File: src/rtl/calc2_req_port_if.sv
// rtl/calc2_req_port_if.sv - Host, calc2 request/response and status signal bundle for calc2_req_port
interface calc2_req_port_if;
    logic        host_valid;
    logic        host_ready;
    logic [3:0]  host_cmd;
    logic [31:0] host_op1;
    logic [31:0] host_op2;
    logic [1:0]  host_tag;

    logic [3:0]  req_cmd_out;
    logic [31:0] req_data_out;
    logic [1:0]  req_tag_out;

    logic [1:0]  rsp_resp_in;
    logic [31:0] rsp_data_in;
    logic [1:0]  rsp_tag_in;

    logic        cpl_valid;
    logic [1:0]  cpl_tag;
    logic [1:0]  cpl_resp;
    logic [31:0] cpl_data;
    logic        to_valid;
    logic [1:0]  to_tag;
    logic        err_stray;
    logic [2:0]  outstanding;

    modport master (
        output host_valid, host_cmd, host_op1, host_op2,
        output rsp_resp_in, rsp_data_in, rsp_tag_in,
        input  host_ready, host_tag,
        input  req_cmd_out, req_data_out, req_tag_out,
        input  cpl_valid, cpl_tag, cpl_resp, cpl_data,
        input  to_valid, to_tag, err_stray, outstanding
    );

    modport slave (
        input  host_valid, host_cmd, host_op1, host_op2,
        input  rsp_resp_in, rsp_data_in, rsp_tag_in,
        output host_ready, host_tag,
        output req_cmd_out, req_data_out, req_tag_out,
        output cpl_valid, cpl_tag, cpl_resp, cpl_data,
        output to_valid, to_tag, err_stray, outstanding
    );
endinterface

File: src/rtl/calc2_req_port.sv
// rtl/calc2_req_port.sv - Per-port calc2 requester: tag allocation, two-cycle issue, response matching, timeouts
module calc2_req_port #(
    parameter int TIMEOUT_CYCLES = 64,
    parameter int CNT_W          = 7
) (
    input logic             c_clk,
    input logic             reset,
    calc2_req_port_if.slave bus
);
    typedef enum logic [1:0] {
        ST_IDLE = 2'd0,
        ST_CMD  = 2'd1,
        ST_OP2  = 2'd2
    } state_t;

    localparam logic [CNT_W-1:0] AGE_LIM = CNT_W'(TIMEOUT_CYCLES);
    localparam logic [CNT_W-1:0] AGE_MAX = {CNT_W{1'b1}};
    localparam logic [CNT_W-1:0] AGE_ONE = CNT_W'(1);

    state_t           state_q, state_d;
    logic [3:0]       busy_q, busy_d;
    logic [CNT_W-1:0] age_q [4];
    logic [CNT_W-1:0] age_d [4];
    logic [31:0]      op2_q, op2_d;
    logic [3:0]       req_cmd_q, req_cmd_d;
    logic [31:0]      req_data_q, req_data_d;
    logic [1:0]       req_tag_q, req_tag_d;
    logic             cpl_valid_q, cpl_valid_d;
    logic [1:0]       cpl_tag_q, cpl_tag_d;
    logic [1:0]       cpl_resp_q, cpl_resp_d;
    logic [31:0]      cpl_data_q, cpl_data_d;
    logic             to_valid_q, to_valid_d;
    logic [1:0]       to_tag_q, to_tag_d;
    logic             err_stray_q, err_stray_d;
    logic [2:0]       outstanding_q, outstanding_d;

    logic       host_ready;
    logic       issue;
    logic       rsp_hit;
    logic       rsp_match;
    logic [1:0] alloc_tag;
    logic       to_hit;
    logic [1:0] to_sel;

    assign host_ready = !reset && (state_q != ST_CMD) && (busy_q != 4'hF);
    assign issue      = bus.host_valid && host_ready && (bus.host_cmd != 4'd0);
    assign rsp_hit    = bus.rsp_resp_in != 2'd0;
    assign rsp_match  = rsp_hit && busy_q[bus.rsp_tag_in];

    always_comb begin
        alloc_tag = 2'd0;
        for (int i = 3; i >= 0; i--) begin
            if (!busy_q[i]) alloc_tag = 2'(i);
        end
    end

    // A tag answered this cycle is completed, never timed out.
    always_comb begin
        to_hit = 1'b0;
        to_sel = 2'd0;
        for (int i = 3; i >= 0; i--) begin
            if (busy_q[i] && (age_q[i] >= AGE_LIM) && !(rsp_match && (bus.rsp_tag_in == 2'(i)))) begin
                to_hit = 1'b1;
                to_sel = 2'(i);
            end
        end
    end

    always_comb begin
        state_d     = state_q;
        busy_d      = busy_q;
        age_d       = age_q;
        op2_d       = op2_q;
        req_cmd_d   = 4'd0;
        req_data_d  = 32'd0;
        req_tag_d   = 2'd0;
        cpl_valid_d = 1'b0;
        cpl_tag_d   = cpl_tag_q;
        cpl_resp_d  = cpl_resp_q;
        cpl_data_d  = cpl_data_q;
        to_valid_d  = 1'b0;
        to_tag_d    = to_tag_q;
        err_stray_d = 1'b0;

        case (state_q)
            ST_IDLE, ST_OP2: begin
                state_d = ST_IDLE;
                if (issue) begin
                    state_d    = ST_CMD;
                    op2_d      = bus.host_op2;
                    req_cmd_d  = bus.host_cmd;
                    req_data_d = bus.host_op1;
                    req_tag_d  = alloc_tag;
                end
            end
            ST_CMD: begin
                state_d    = ST_OP2;
                req_data_d = op2_q;
            end
            default: state_d = ST_IDLE;
        endcase

        for (int i = 0; i < 4; i++) begin
            if (busy_q[i] && (age_q[i] != AGE_MAX)) age_d[i] = age_q[i] + AGE_ONE;
        end

        if (rsp_hit) begin
            if (rsp_match) begin
                cpl_valid_d              = 1'b1;
                cpl_tag_d                = bus.rsp_tag_in;
                cpl_resp_d               = bus.rsp_resp_in;
                cpl_data_d               = bus.rsp_data_in;
                busy_d[bus.rsp_tag_in]   = 1'b0;
                age_d[bus.rsp_tag_in]    = '0;
            end else begin
                err_stray_d = 1'b1;
            end
        end

        if (to_hit) begin
            to_valid_d     = 1'b1;
            to_tag_d       = to_sel;
            busy_d[to_sel] = 1'b0;
            age_d[to_sel]  = '0;
        end

        // The allocation edge itself counts as the first cycle of age.
        if (issue) begin
            busy_d[alloc_tag] = 1'b1;
            age_d[alloc_tag]  = AGE_ONE;
        end

        outstanding_d = 3'(busy_d[0]) + 3'(busy_d[1]) + 3'(busy_d[2]) + 3'(busy_d[3]);
    end

    always_ff @(posedge c_clk or posedge reset) begin
        if (reset) begin
            state_q       <= ST_IDLE;
            busy_q        <= 4'd0;
            age_q         <= '{default: '0};
            op2_q         <= 32'd0;
            req_cmd_q     <= 4'd0;
            req_data_q    <= 32'd0;
            req_tag_q     <= 2'd0;
            cpl_valid_q   <= 1'b0;
            cpl_tag_q     <= 2'd0;
            cpl_resp_q    <= 2'd0;
            cpl_data_q    <= 32'd0;
            to_valid_q    <= 1'b0;
            to_tag_q      <= 2'd0;
            err_stray_q   <= 1'b0;
            outstanding_q <= 3'd0;
        end else begin
            state_q       <= state_d;
            busy_q        <= busy_d;
            age_q         <= age_d;
            op2_q         <= op2_d;
            req_cmd_q     <= req_cmd_d;
            req_data_q    <= req_data_d;
            req_tag_q     <= req_tag_d;
            cpl_valid_q   <= cpl_valid_d;
            cpl_tag_q     <= cpl_tag_d;
            cpl_resp_q    <= cpl_resp_d;
            cpl_data_q    <= cpl_data_d;
            to_valid_q    <= to_valid_d;
            to_tag_q      <= to_tag_d;
            err_stray_q   <= err_stray_d;
            outstanding_q <= outstanding_d;
        end
    end

    assign bus.host_ready   = host_ready;
    assign bus.host_tag     = alloc_tag;
    assign bus.req_cmd_out  = req_cmd_q;
    assign bus.req_data_out = req_data_q;
    assign bus.req_tag_out  = req_tag_q;
    assign bus.cpl_valid    = cpl_valid_q;
    assign bus.cpl_tag      = cpl_tag_q;
    assign bus.cpl_resp     = cpl_resp_q;
    assign bus.cpl_data     = cpl_data_q;
    assign bus.to_valid     = to_valid_q;
    assign bus.to_tag       = to_tag_q;
    assign bus.err_stray    = err_stray_q;
    assign bus.outstanding  = outstanding_q;
endmodule

File: src/flat_wrapper.sv
// flat-port wrapper written by rule: the top's interface ports become plain ports
module calc2_req_port_flat 
#(
    parameter int TIMEOUT_CYCLES = 64,
    parameter int CNT_W          = 7
)
  (c_clk, reset, bus_host_valid, bus_host_cmd, bus_host_op1, bus_host_op2, bus_rsp_resp_in, bus_rsp_data_in, bus_rsp_tag_in, bus_host_ready, bus_host_tag, bus_req_cmd_out, bus_req_data_out, bus_req_tag_out, bus_cpl_valid, bus_cpl_tag, bus_cpl_resp, bus_cpl_data, bus_to_valid, bus_to_tag, bus_err_stray, bus_outstanding);
  calc2_req_port_if bus_i ();
  input logic c_clk;
  input logic reset;
  input wire logic [$bits(bus_i.host_valid)-1:0] bus_host_valid;
  input wire logic [$bits(bus_i.host_cmd)-1:0] bus_host_cmd;
  input wire logic [$bits(bus_i.host_op1)-1:0] bus_host_op1;
  input wire logic [$bits(bus_i.host_op2)-1:0] bus_host_op2;
  input wire logic [$bits(bus_i.rsp_resp_in)-1:0] bus_rsp_resp_in;
  input wire logic [$bits(bus_i.rsp_data_in)-1:0] bus_rsp_data_in;
  input wire logic [$bits(bus_i.rsp_tag_in)-1:0] bus_rsp_tag_in;
  output wire logic [$bits(bus_i.host_ready)-1:0] bus_host_ready;
  output wire logic [$bits(bus_i.host_tag)-1:0] bus_host_tag;
  output wire logic [$bits(bus_i.req_cmd_out)-1:0] bus_req_cmd_out;
  output wire logic [$bits(bus_i.req_data_out)-1:0] bus_req_data_out;
  output wire logic [$bits(bus_i.req_tag_out)-1:0] bus_req_tag_out;
  output wire logic [$bits(bus_i.cpl_valid)-1:0] bus_cpl_valid;
  output wire logic [$bits(bus_i.cpl_tag)-1:0] bus_cpl_tag;
  output wire logic [$bits(bus_i.cpl_resp)-1:0] bus_cpl_resp;
  output wire logic [$bits(bus_i.cpl_data)-1:0] bus_cpl_data;
  output wire logic [$bits(bus_i.to_valid)-1:0] bus_to_valid;
  output wire logic [$bits(bus_i.to_tag)-1:0] bus_to_tag;
  output wire logic [$bits(bus_i.err_stray)-1:0] bus_err_stray;
  output wire logic [$bits(bus_i.outstanding)-1:0] bus_outstanding;
  assign bus_i.host_valid = bus_host_valid;
  assign bus_i.host_cmd = bus_host_cmd;
  assign bus_i.host_op1 = bus_host_op1;
  assign bus_i.host_op2 = bus_host_op2;
  assign bus_i.rsp_resp_in = bus_rsp_resp_in;
  assign bus_i.rsp_data_in = bus_rsp_data_in;
  assign bus_i.rsp_tag_in = bus_rsp_tag_in;
  assign bus_host_ready = bus_i.host_ready;
  assign bus_host_tag = bus_i.host_tag;
  assign bus_req_cmd_out = bus_i.req_cmd_out;
  assign bus_req_data_out = bus_i.req_data_out;
  assign bus_req_tag_out = bus_i.req_tag_out;
  assign bus_cpl_valid = bus_i.cpl_valid;
  assign bus_cpl_tag = bus_i.cpl_tag;
  assign bus_cpl_resp = bus_i.cpl_resp;
  assign bus_cpl_data = bus_i.cpl_data;
  assign bus_to_valid = bus_i.to_valid;
  assign bus_to_tag = bus_i.to_tag;
  assign bus_err_stray = bus_i.err_stray;
  assign bus_outstanding = bus_i.outstanding;
  calc2_req_port #(.TIMEOUT_CYCLES(TIMEOUT_CYCLES), .CNT_W(CNT_W)) u_core (.c_clk(c_clk), .reset(reset), .bus(bus_i));
endmodule
File: config.mk
export PLATFORM = sky130hd
export DESIGN_NAME = calc2_req_port_flat
export DESIGN_NICKNAME = d
export VERILOG_FILES = /design/src/rtl/calc2_req_port_if.sv /design/src/rtl/calc2_req_port.sv /design/src/flat_wrapper.sv
export SDC_FILE = /design/constraint.sdc
export NUM_CORES = 1
export LEC_CHECK = 0
export ABC_CLOCK_PERIOD_IN_PS = 7670
export BUFFER_PORTS_ARGS = -buffer_cell sky130_fd_sc_hd__buf_2
export CORE_MARGIN = 2
export CORE_UTILIZATION = 35
export DETAILED_ROUTE_END_ITERATION = 7
export HOLD_SLACK_MARGIN = 0.05
export PLACE_DENSITY = 0.62
export SLEW_MARGIN = 40
export SYNTH_ARGS = -nofsm -noshare
export SYNTH_HDL_FRONTEND = slang
export SYNTH_SLANG_ARGS = --single-unit
File: constraint.sdc
create_clock -name c_clk -period 7.67 [get_ports c_clk]
set_clock_uncertainty 0.2 [all_clocks]
set_input_delay 1.534 -clock c_clk [delete_from_list [all_inputs] [get_ports c_clk]]
set_output_delay 1.534 -clock c_clk [all_outputs]
set_load 0.02 [all_outputs]
# Word level (Yosys, flattened, before mapping)
# Cells that the tools add are included.
[op_classes]
addsub = 7
n_mul = 0
n_div = 0
order_cmp = 16
eq_ne = 11
shift = 0
n_mux = 51
n_bitwise = 15
n_reduce_logical = 39
[ops]
columns = ["cell", "n"]
rows = [
  ["two-way mux 28 bit", 4],
  ["case mux 32 bit (2 select lines)", 1],
  ["AND 28 bit", 2],
  ["NOT 28 bit", 2],
  ["two-way mux 7 bit", 7],
  ["demux 7 bit (select 2 bit)", 3],
  ["two-way mux 32 bit", 1],
  ["adder 7 x 1 -> 7 bit (second input constant)", 4],
  [">= comparator 7 bit (second input constant)", 4],
  ["!= test 7 bit (second input constant)", 4],
  ["logical AND 1 bit", 27],
  ["AND 24 bit", 1],
  ["two-way mux 4 bit", 6],
  ["NOT 24 bit", 1],
  ["two-way mux 2 bit", 10],
  ["two-way mux 1 bit", 14],
  [">= comparator 3 bit (second input constant)", 3],
  ["less-than comparator 2 x 3 -> 1 bit (second input constant)", 3],
  ["less-than comparator 3 x 1 -> 1 bit (second input constant)", 3],
  ["NOT 2 -> 3 bit", 3],
  ["AND 4 bit", 2],
  ["NOT 4 bit", 2],
  ["OR 4 bit", 2],
  ["adder 3 x 1 -> 3 bit", 2],
  ["15 further kinds", 28],
]
[word_totals]
reg_bits = 148
latch_bits = 0
mem_bits_rw = 0
mem_bits_ro = 0
in_bits = 107
output_inout_bits = 85
elab_cells = 157
mem_count = 0

# Depth between registers and ports, before layout
# Gate-level depths: netlist (run 1).
[depth]
depth_word = 22
depth_mapped = 8
mapped_depth_nobuf = 8

# Worst setup path before layout (run 1)
# OpenSTA, ideal clock, no wires.
[synth_timing]
path_kind = "input-to-output"
start = "in reset"
end = "out bus_host_ready"
arrival_time_ps = 5396
required_time_ps = 5936
path_slack_ps = 540
path_stages = 3
path_cell_list = "inv_1 -> o31ai_4 -> nor2_1"
[synth_between]
elab_chain_cells = 3
[synth_rtl]
columns = ["element", "line_no", "source"]
rows = [
  ["start, declared", "flat_wrapper.sv:10", "input logic reset;"],
  ["zero test 1 bit (no source line)", "-", ""],
  ["logical AND 1 bit (2 in a row)", "calc2_req_port.sv:45", "assign host_ready = !reset && (state_q != ST_CMD) && (busy_q != 4'hF);"],
  ["end, declared", "flat_wrapper.sv:18", "output wire logic [$bits(bus_i.host_ready)-1:0] bus_host_ready;"],
]
# No other way between the ends.

# Worst setup path in the final report (run 1)
# Same ends and word-level chain as after synthesis.

==> results of run 1 <==
## metal layers
layer | track usage | vias to the layer above | wire (um)
met4 | 0.0795 | 0 | 449
met1 | 0.184 | 2209 | 5930
li1 | - | 2073 | -
met2 | 0.265 | 136 | 7400
met3 | 0.0395 | 29 | 690
met5 | 0 | - | 0
## state kept, by name (all words and copies together), names as in the netlist
name	cells
u_core.state_q	2
u_core.bus.err_stray	1
u_core.bus.to_valid	1
u_core.bus.cpl_valid	1
u_core.bus.req_data_out	32
u_core.bus.cpl_tag	2
u_core.age_q	28
u_core.busy_q	4
u_core.op2_q	32
u_core.bus.to_tag	2
u_core.bus.cpl_resp	2
u_core.bus.outstanding	3
u_core.bus.cpl_data	32
u_core.bus.req_cmd_out	4
u_core.bus.req_tag_out	2
## final timing paths
kind                                                  endpoint  slack [ns]
hold / removal                     u_core.state_q[1]$_DFF_PP0_        0.28
setup / recovery                                bus_host_ready        3.32
max in group asynchronous  u_core.bus.cpl_data[26]$_DFFE_PP0P_        5.11
min in group asynchronous  u_core.bus.req_tag_out[0]$_DFF_PP0_        1.03
hold reg to reg                    u_core.state_q[1]$_DFF_PP0_        0.28
setup reg to reg           u_core.bus.outstanding[1]$_DFF_PP0_        5.03
## cell usage in the layout (no fill, tap or decap), types with 2 or more instances in the layout
cell	instances
o311ai_2	2
nand2_1	20
a21boi_0	2
nor2_2	5
or3_4	2
mux2_4	29
clkbuf_16	17
mux2_2	6
xor2_1	10
a22o_1	2
ha_1	6
nand3_1	5
nor3_1	3
mux2i_1	3
inv_6	2
and3_1	5
dfrtp_1	148
buf_4	3
and2_1	8
nand3b_1	2
clkinv_4	3
inv_1	4
nor2_1	56
inv_2	2
buf_2	191
a21oi_1	10
o21ai_1	2
bufinv_16	5
xnor2_1	7
nand4_1	11
mux2_1	31
a41oi_1	5
a22oi_1	33
o21ai_0	8
clkbuf_8	4
## where the power goes
group	switching, W	total, W	internal (W)
Sequential	0.000144	0.00114	0.000993
Combinational	0.000449	0.000813	0.000364
Clock	0.000318	0.000923	0.000605
Total	0.000910	0.00287	0.00196
## kinds of logic after synthesis
kind of cell	after synthesis	synth area share
AO/OA/AOI/OAI	79	0.101
XOR/XNOR	17	0.0236
adder cells (fa/ha/maj)	7	0.0151
buffers and inverters	30	0.0342
flip-flops	148	0.588
multiplexers	70	0.142
AND/OR/NAND/NOR	123	0.0956
## metrics by stage
stage	hold slack (ns)	power [W]	utilization	std cells	instance area [sq um]
after detailed placement	0.273	0.00197	0.416	875	7400
after floorplan	0.255	0.00171	-	474	6300
final	0.280	0.00287	0.454	908	8070
after global placement	0.268	0.00194	0.415	875	7390
after CTS	0.282	0.00291	0.454	907	8060
after global routing	0.294	0.00303	0.454	908	8070
## critical path: stages
cell and delay, ns:
buf_2 0.14, inv_6 0.44, o31ai_4 0.18, nor2_1 0.13
buf_2 0.18
## cell type report
| class | instances | area share |
|---|---|---|
| sequential | 148 | 0.459 |
| multi-input combinational | 296 | 0.296 |
| timing repair buffer | 195 | 0.123 |
| clock buffer | 21 | 0.0583 |
| tap | 229 | 0.0355 |
| clock inverter | 11 | 0.0245 |
| inverter | 7 | 0.00388 |
| antenna | 1 | 0.000310 |
==> flow_metrics.tcl, run 1 <==
set metrics [dict create \
    ys.flop_type "dfrtp_1" \
    syn_area_sq_um 6300 \
    ys_seq_elements 148 \
    multi_input_comb_area_sq_um 2380 \
    post_cts_resized 0 \
    irDropWorstVdd_mv 0.186 \
    syn_area_per_cell_sq_um 13.3 \
    yosysWarnings 0 \
    grt_pass1_wl_um 24000 \
    grt_pass1_vias 4677 \
    grt_max_degree 85 \
    drv_cap 0 \
    timing.slew.headroom 0.512 \
    start_kind "primary input" \
    fp.dieW_um 138 \
    rsz0062_at_grt "false" \
    pre_cts_ws_ns 3.26 \
    initial_core_util 0.354 \
    setup_ws_ns 3.32 \
    worstSetupPathType "in -> out" \
    syn_to_final_growth_pct 28.2 \
    cts_made_buffers 17 \
    hold_start "u_core.state_q[1]$_DFF_PP0_" \
    grt_antenna_before_repair 1 \
    timing.fmax_mhz 230 \
    cts_max_level 4 \
    p_leak_nw 3.97 \
    clk_pin_slew_ns 0.06 \
    seqCellArea_sq_um 3700 \
    cts_tree "built" \
    max_slew.worst_pin.slew_ns 0.731 \
    hpwl_um 10200 \
    synth_edf_count 0 \
    antenna_left 0 \
    slew_violations 0 \
    finalWirelength_um 14500 \
    path_max_fanout 66 \
    post-route-period-util 0.567 \
    p_per_area_nw_per_um2 356 \
    vias 4447 \
    post-route-min-period_ns 4.35 \
    dieArea_sq_um 19100 \
    drive_gt1_frac 0.422 \
    dieHeight_um 138 \
    fillers 1652 \
    min_path_cells 1 \
    netlist.area_leader.share 0.588 \
    avgViaCountPerCell 4.90 \
    yosysUniqueCellTypes 55 \
    syn_inst 474 \
    cts_num_sinks 148 \
    crit_start "reset" \
    grt_usage 0.156 \
    first_pass_iters 4 \
    synthesis.nets 588 \
    ioPinCount 192 \
    insertion_delay_ns 0.42 \
    cts_hold_buf 0 \
    row_count 49 \
    worst-r2r-cell-count 7 \
    clockBufferDepth 2 \
    core_area_sq_um 17800 \
    drt_iter0_drc 323 \
    post_cts_buffers 0 \
    finalWeightedCongestion 0.779 \
    setup_viol 0 \
    hold_path.class "reg -> reg" \
    synthTopCellsByCount "dfrtp_1 (148), nor2_1 (56), a22oi_1 (33)" \
    worstPathArrival_ns 2.62 \
    yosysSeqAreaShare 0.588 \
    yosysMostFrequentCell "dfrtp_1" \
    wl_per_cell_um 15.9 \
    io_buffers 191 \
    grt_overflow 0 \
    finalSetupTns_ns 0 \
    hold_viol_final 0 \
    crit_required_ns 5.94 \
    endpoint_kind "primary output" \
    final_nets 779 \
    status "finished clean" \
    synth_top_cell_by_area "dfrtp_1" \
    synthTopCellsByArea "dfrtp_1 (59%), mux2_4 (6.9%), mux2_1 (5.5%), a22oi_1 (3.9%), nor2_1 (3.3%)" \
    cts-root-buf "clkbuf_16" \
    drc_errors 0 \
    reg2reg_from "u_core.busy_q[0]$_DFF_PP0_" \
    async_flop_share 1.00 \
]
Power figures use the tool's default switching activity.
==> run 2: changes to the inputs <==
- ABC_CLOCK_PERIOD_IN_PS: 7670 -> 4600
- clock period: 7.67 -> 4.6 ns (I/O delays scaled with it)
==> run 2 against run 1 <==
Routed wire length is 2.0% lower. Register-to-register slack worse by 3.1 ns. Die area unchanged.
==> flow_metrics.tcl, run 2 (same netlist as run 1, synthesis figures left out) <==
set metrics [dict create \
    status "finished clean" \
    grt_usage 0.153 \
    wl_per_cell_um 15.6 \
    io_buffers 191 \
    final_nets 780 \
    dieHeight_um 138 \
    insertion_delay_ns 0.42 \
    layout_common_cells "buf_2 (191), dfrtp_1 (148), nor2_1 (55)" \
    crit_required_ns 4.70 \
    grt_antenna_before_repair 2 \
    finalWirelength_um 14200 \
    setup_viol 0 \
    cts_hold_buf 0 \
    initial_core_util 0.354 \
    finalWeightedCongestion 0.773 \
    endpoint_kind "flip-flop" \
    drc_errors 0 \
    grt_util_met1 0.184 \
    cts_tree "built" \
    post_cts_buffers 0 \
    post-route-period-util 0.632 \
    final_cells 909 \
    grt_pass1_vias 4481 \
    p_leak_nw 3.96 \
    finalSetupTns_ns 0 \
    rsz0062_at_grt "false" \
    hold_start "u_core.op2_q[5]$_DFFE_PP0P_" \
    hold_path.class "reg -> reg" \
    post_cts_resized 0 \
    row_count 49 \
    antenna_left 0 \
    grt_max_degree 77 \
    placed_cells 876 \
    cts_made_buffers 17 \
    use_met2 0.258 \
    hold_viol_final 0 \
    final_util 0.454 \
    busiest_layer "met2" \
    clk_pin_slew_ns 0.06 \
    hpwl_um 10100 \
    reg2reg_from "u_core.busy_q[0]$_DFF_PP0_" \
    cts_num_sinks 148 \
    irDropWorstVdd_mv 0.306 \
    post-route-min-period_ns 2.91 \
    ioPinCount 192 \
    fillers 1634 \
    use_met3 0.0447 \
    min_path_cells 1 \
    grt_overflow 0 \
    design_area_sq_um 8070 \
    core_area_sq_um 17800 \
    grt_pass1_wl_um 23100 \
    dieArea_sq_um 19100 \
    worstReg2RegEnd "u_core.bus.outstanding[1]$_DFF_PP0_" \
    hold_path_end "u_core.op2_q[5]$_DFFE_PP0P_" \
    clockBufferDepth 2 \
    drv_cap 0 \
    worst-r2r-cell-count 7 \
    fp.dieW_um 138 \
    drive_gt1_frac 0.426 \
    p_per_area_nw_per_um2 587 \
    vias 4354 \
    avgViaCountPerCell 4.79 \
    cts-root-buf "clkbuf_16" \
    timing.fmax_mhz 344 \
    syn_to_final_growth_pct 28.1 \
    first_pass_iters 4 \
    place_area_sq_um 7410 \
    hold_ws_ns 0.285 \
    slew_violations 0 \
    cts_max_level 4 \
    worstPathArrival_ns 3.00 \
    rrSetupSlack_ns 1.98 \
    drt_iter0_drc 178 \
    start_kind "primary input" \
    max_slew.worst_pin.slew_ns 0.766 \
    path_max_fanout 5 \
    worstSetupPathType "in -> reg" \
    final_common_cell "buf_2" \
    timing.slew.headroom 0.490 \
]
==> run 2: how the worst max path moves through the flow <==
stage / from / end / slack, ns / cells after the start
after CTS: bus_rsp_resp_in[1] / u_core.bus.outstanding[1]$_DFF_PP0_ / 1.73 / 9
after global placement: bus_host_cmd[3] / u_core.bus.outstanding[1]$_DFF_PP0_ / 1.36 / 8
after floorplan: reset / bus_host_ready / 0.0008 / 3
final: bus_rsp_resp_in[1] / u_core.bus.outstanding[1]$_DFF_PP0_ / 1.69 / 9
after detailed placement: bus_rsp_resp_in[1] / u_core.bus.outstanding[1]$_DFF_PP0_ / 1.29 / 9
after global routing: bus_rsp_resp_in[1] / u_core.bus.outstanding[1]$_DFF_PP0_ / 1.59 / 9
==> run 2: where the power goes <==
| group | switching (W) | internal [W] |
|---|---|---|
| Clock | 0.000550 | 0.000946 |
| Sequential | 0.000235 | 0.00166 |
| Combinational | 0.000740 | 0.000606 |
| Total | 0.00152 | 0.00321 |
==> run 2: layout make-up <==
cell class / count / area [sq um] / share of cell area
clock inverters: 13 / 198 / 0.0245
repair buffers: 196 / 1000 / 0.124
diodes: 1 / 2.50 / 0.000310
flip-flops and latches: 148 / 3700 / 0.459
well taps: 229 / 287 / 0.0355
inverters: 7 / 30.0 / 0.00372
multi-input cells: 296 / 2390 / 0.297
clock buffers: 19 / 453 / 0.0562
==> run 2: per-layer routing <==
| layer | vias up | part of all wire |
|---|---|---|
| met3 | 21 | 0.043 |
| met2 | 113 | 0.50 |
| li1 | 2066 | - |
| met5 | - | 0.0012 |
| met4 | 2 | 0.022 |
| met1 | 2152 | 0.43 |
==> run 2: critical path, cell delays in order <==
cell	delay, ns
buf_2	0.13
nor2_1	0.26
o311ai_2	0.16
a22oi_1	0.24
nor2_1	0.09
o21ai_0	0.25
ha_1	0.30
fa_1	0.37
ha_1	0.28
==> run 2: per-stage QoR <==
stage,total power [W],setup slack (ns)
6_report,0.00473,1.69
5_1_grt,0.00501,1.59
4_1_cts,0.00480,1.73
3_5_place_dp,0.00328,1.29
3_3_place_gp,0.00324,1.36
2_1_floorplan,0.00286,0.000824
==> run 3: changes to the inputs <==
- ABC_CLOCK_PERIOD_IN_PS: 4600 -> 2720
- clock period: 4.6 -> 2.72 ns (I/O delays scaled with it)
==> run 3 against run 2 <==
Final area up 3.0%. Cell count increased by 1.8%. Hold slack got worse by 0.17 ns. Core utilization is 1.4 points higher. Non-clock buffer count increased by 17. Critical endpoint is now bus_host_ready.
==> flow_metrics.tcl, run 3 (same netlist as run 1, synthesis figures left out) <==
set metrics [dict create \
    status "finished clean" \
    p_per_area_nw_per_um2 958 \
    post_cts_buffers 0 \
    power_switching_w 0.00264 \
    io_buffers 191 \
    rrSetupSlack_ns 0.29 \
    dieArea_sq_um 19100 \
    max_slew.worst_pin.slew_ns 0.501 \
    clockBufferDepth 2 \
    cts_tree "built" \
    comb_power_share 0.306 \
    slowest_delay_ns 0.39 \
    first_pass_iters 4 \
    hold_viol_final 0 \
    cts_num_sinks 148 \
    crit_family "flip-flops" \
    post_cts_resized 0 \
    grt_max_degree 149 \
    drt_iter0_drc 182 \
    cts_hold_buf 0 \
    grt_pass1_vias 4865 \
    core_area_sq_um 17800 \
    crit_required_ns 1.98 \
    worstReg2RegEnd "u_core.bus.outstanding[1]$_DFF_PP0_" \
    finalWeightedCongestion 0.800 \
    post-route-period-util 0.896 \
    crit_buf_inv 2 \
    post-route-min-period_ns 2.44 \
    hold_path.class "in -> async" \
    cts-root-buf "clkbuf_16" \
    antenna_cells 0 \
    p_int_w 0.00532 \
    final_util 0.467 \
    avgViaCountPerCell 4.89 \
    initial_core_util 0.354 \
    grt_pass1_wl_um 25100 \
    rsz0062_at_grt "false" \
    grt_overflow 0 \
    worstPathArrival_ns 1.69 \
    dieHeight_um 138 \
    vias 4523 \
    antenna_left 0 \
    layout_common_cells "buf_2 (191), dfrtp_1 (148), mux2_4 (59)" \
    worstPathCellList "buf_4 > nand2_1 > o31ai_4 > nor2_2 > buf_2" \
    p_leak_nw 4.12 \
    wl_per_cell_um 16.5 \
    grt_antenna_before_repair 0 \
    fp.dieW_um 138 \
    finalWirelength_um 15200 \
    worstSetupPathType "reg -> out" \
    cts_max_level 4 \
    drv_cap 0 \
    slew_violations 0 \
    ioPinCount 192 \
    final_common_cell "buf_2" \
    cts_made_buffers 17 \
    grt_usage 0.162 \
    timing.slew.headroom 0.661 \
    drc_errors 0 \
    syn_to_final_growth_pct 32.0 \
    timing.fmax_mhz 410 \
    seq_power_share 0.403 \
    swShare 0.332 \
    clockPowerShare 0.291 \
    worst-r2r-cell-count 7 \
    start_kind "flip-flop" \
    setup_viol 0 \
    drive_gt1_frac 0.490 \
    row_count 49 \
    final_nets 797 \
    insertion_delay_ns 0.41 \
    path_max_fanout 10 \
    endpoint_kind "primary output" \
    crit_slowest_cell "dfrtp_1" \
    clk_pin_slew_ns 0.06 \
    final_cells 925 \
    irDropWorstVdd_mv 0.481 \
    hpwl_um 10700 \
    placed_cells 892 \
    reg2reg_from "u_core.age_q[27]$_DFF_PP0_" \
]
## run 3: changes by cell type in the layout (fill, tap and decap cells not counted), moves of 2 or more
| cell | previous run | this run |
|---|---|---|
| bufinv_16 | 4 | 2 |
| mux2_4 | 29 | 59 |
| buf_4 | 3 | 18 |
| mux2_1 | 31 | 1 |
| clkbuf_8 | 2 | 0 |
| a22oi_1 | 33 | 26 |
| inv_6 | 2 | 4 |
| buf_12 | 0 | 3 |
| buf_6 | 2 | 0 |
| a22oi_2 | 0 | 7 |
| clkbuf_1 | 0 | 2 |
## run 3: power by group through the flow
stage	logic (W)	clock network, W	registers [W]
after floorplan	0.00133	0	0.00360
after global routing	0.00263	0.00248	0.00329
final	0.00244	0.00231	0.00321
after CTS	0.00247	0.00238	0.00321
after detailed placement	0.00245	0	0.00324
after global placement	0.00239	0	0.00321
## run 3: per-layer routing
layer  part of all wire  vias to the layer above  track usage  routed length [um]
met2               0.51                      123        0.273                7700
met4              0.020                        0       0.0618                 301
met1               0.44                     2276        0.206                6650
met5                  0                        -            0                   0
met3              0.037                       23       0.0357                 567
li1                   -                     2101            -                   -
## run 3: worst register-to-register path: cells and delay by family (launching register included)
family / cells / cell delay, ns
adders and majority gates: 3 / 0.96
and+or+nand+nor: 1 / 0.09
DFF: 1 / 0.45
AOI/OAI and AO/OA: 3 / 0.61
## run 3: through the flow
step	hold slack [ns]	total power [W]	TNS [ns]	instance area [sq um]	setup slack, ns
after floorplan	0.259	0.00493	-78.28	6460	-1.15
after global placement	0.269	0.00560	-0.0310	7700	-0.0310
after detailed placement	0.275	0.00569	-0.135	7700	-0.115
after CTS	0.134	0.00805	0	8280	0.268
after global routing	0.132	0.00840	0	8310	0.121
final	0.115	0.00796	0	8310	0.282
## run 3: cell type report
class                           count  area, sq um
Fill cell                        1590         9470
Sequential cell                   148         3700
Multi-Input combinational cell    296         2530
Timing Repair Buffer              213         1180
Clock buffer                       19          433
Tap cell                          229          287
Clock inverter                     13          150
Inverter                            7         30.0
## run 3: worst max path at each step
stage	end	startpoint	cells past startpoint
floorplan	u_core.op2_q[0]$_DFFE_PP0P_	reset	5
finish	bus_host_ready	u_core.busy_q[0]$_DFF_PP0_	5
global route	u_core.bus.outstanding[1]$_DFF_PP0_	u_core.age_q[27]$_DFF_PP0_	7
CTS	bus_host_ready	u_core.busy_q[0]$_DFF_PP0_	5
global placement	u_core.bus.outstanding[1]$_DFF_PP0_	bus_rsp_resp_in[1]	9
detailed placement	u_core.bus.outstanding[1]$_DFF_PP0_	bus_rsp_resp_in[1]	9
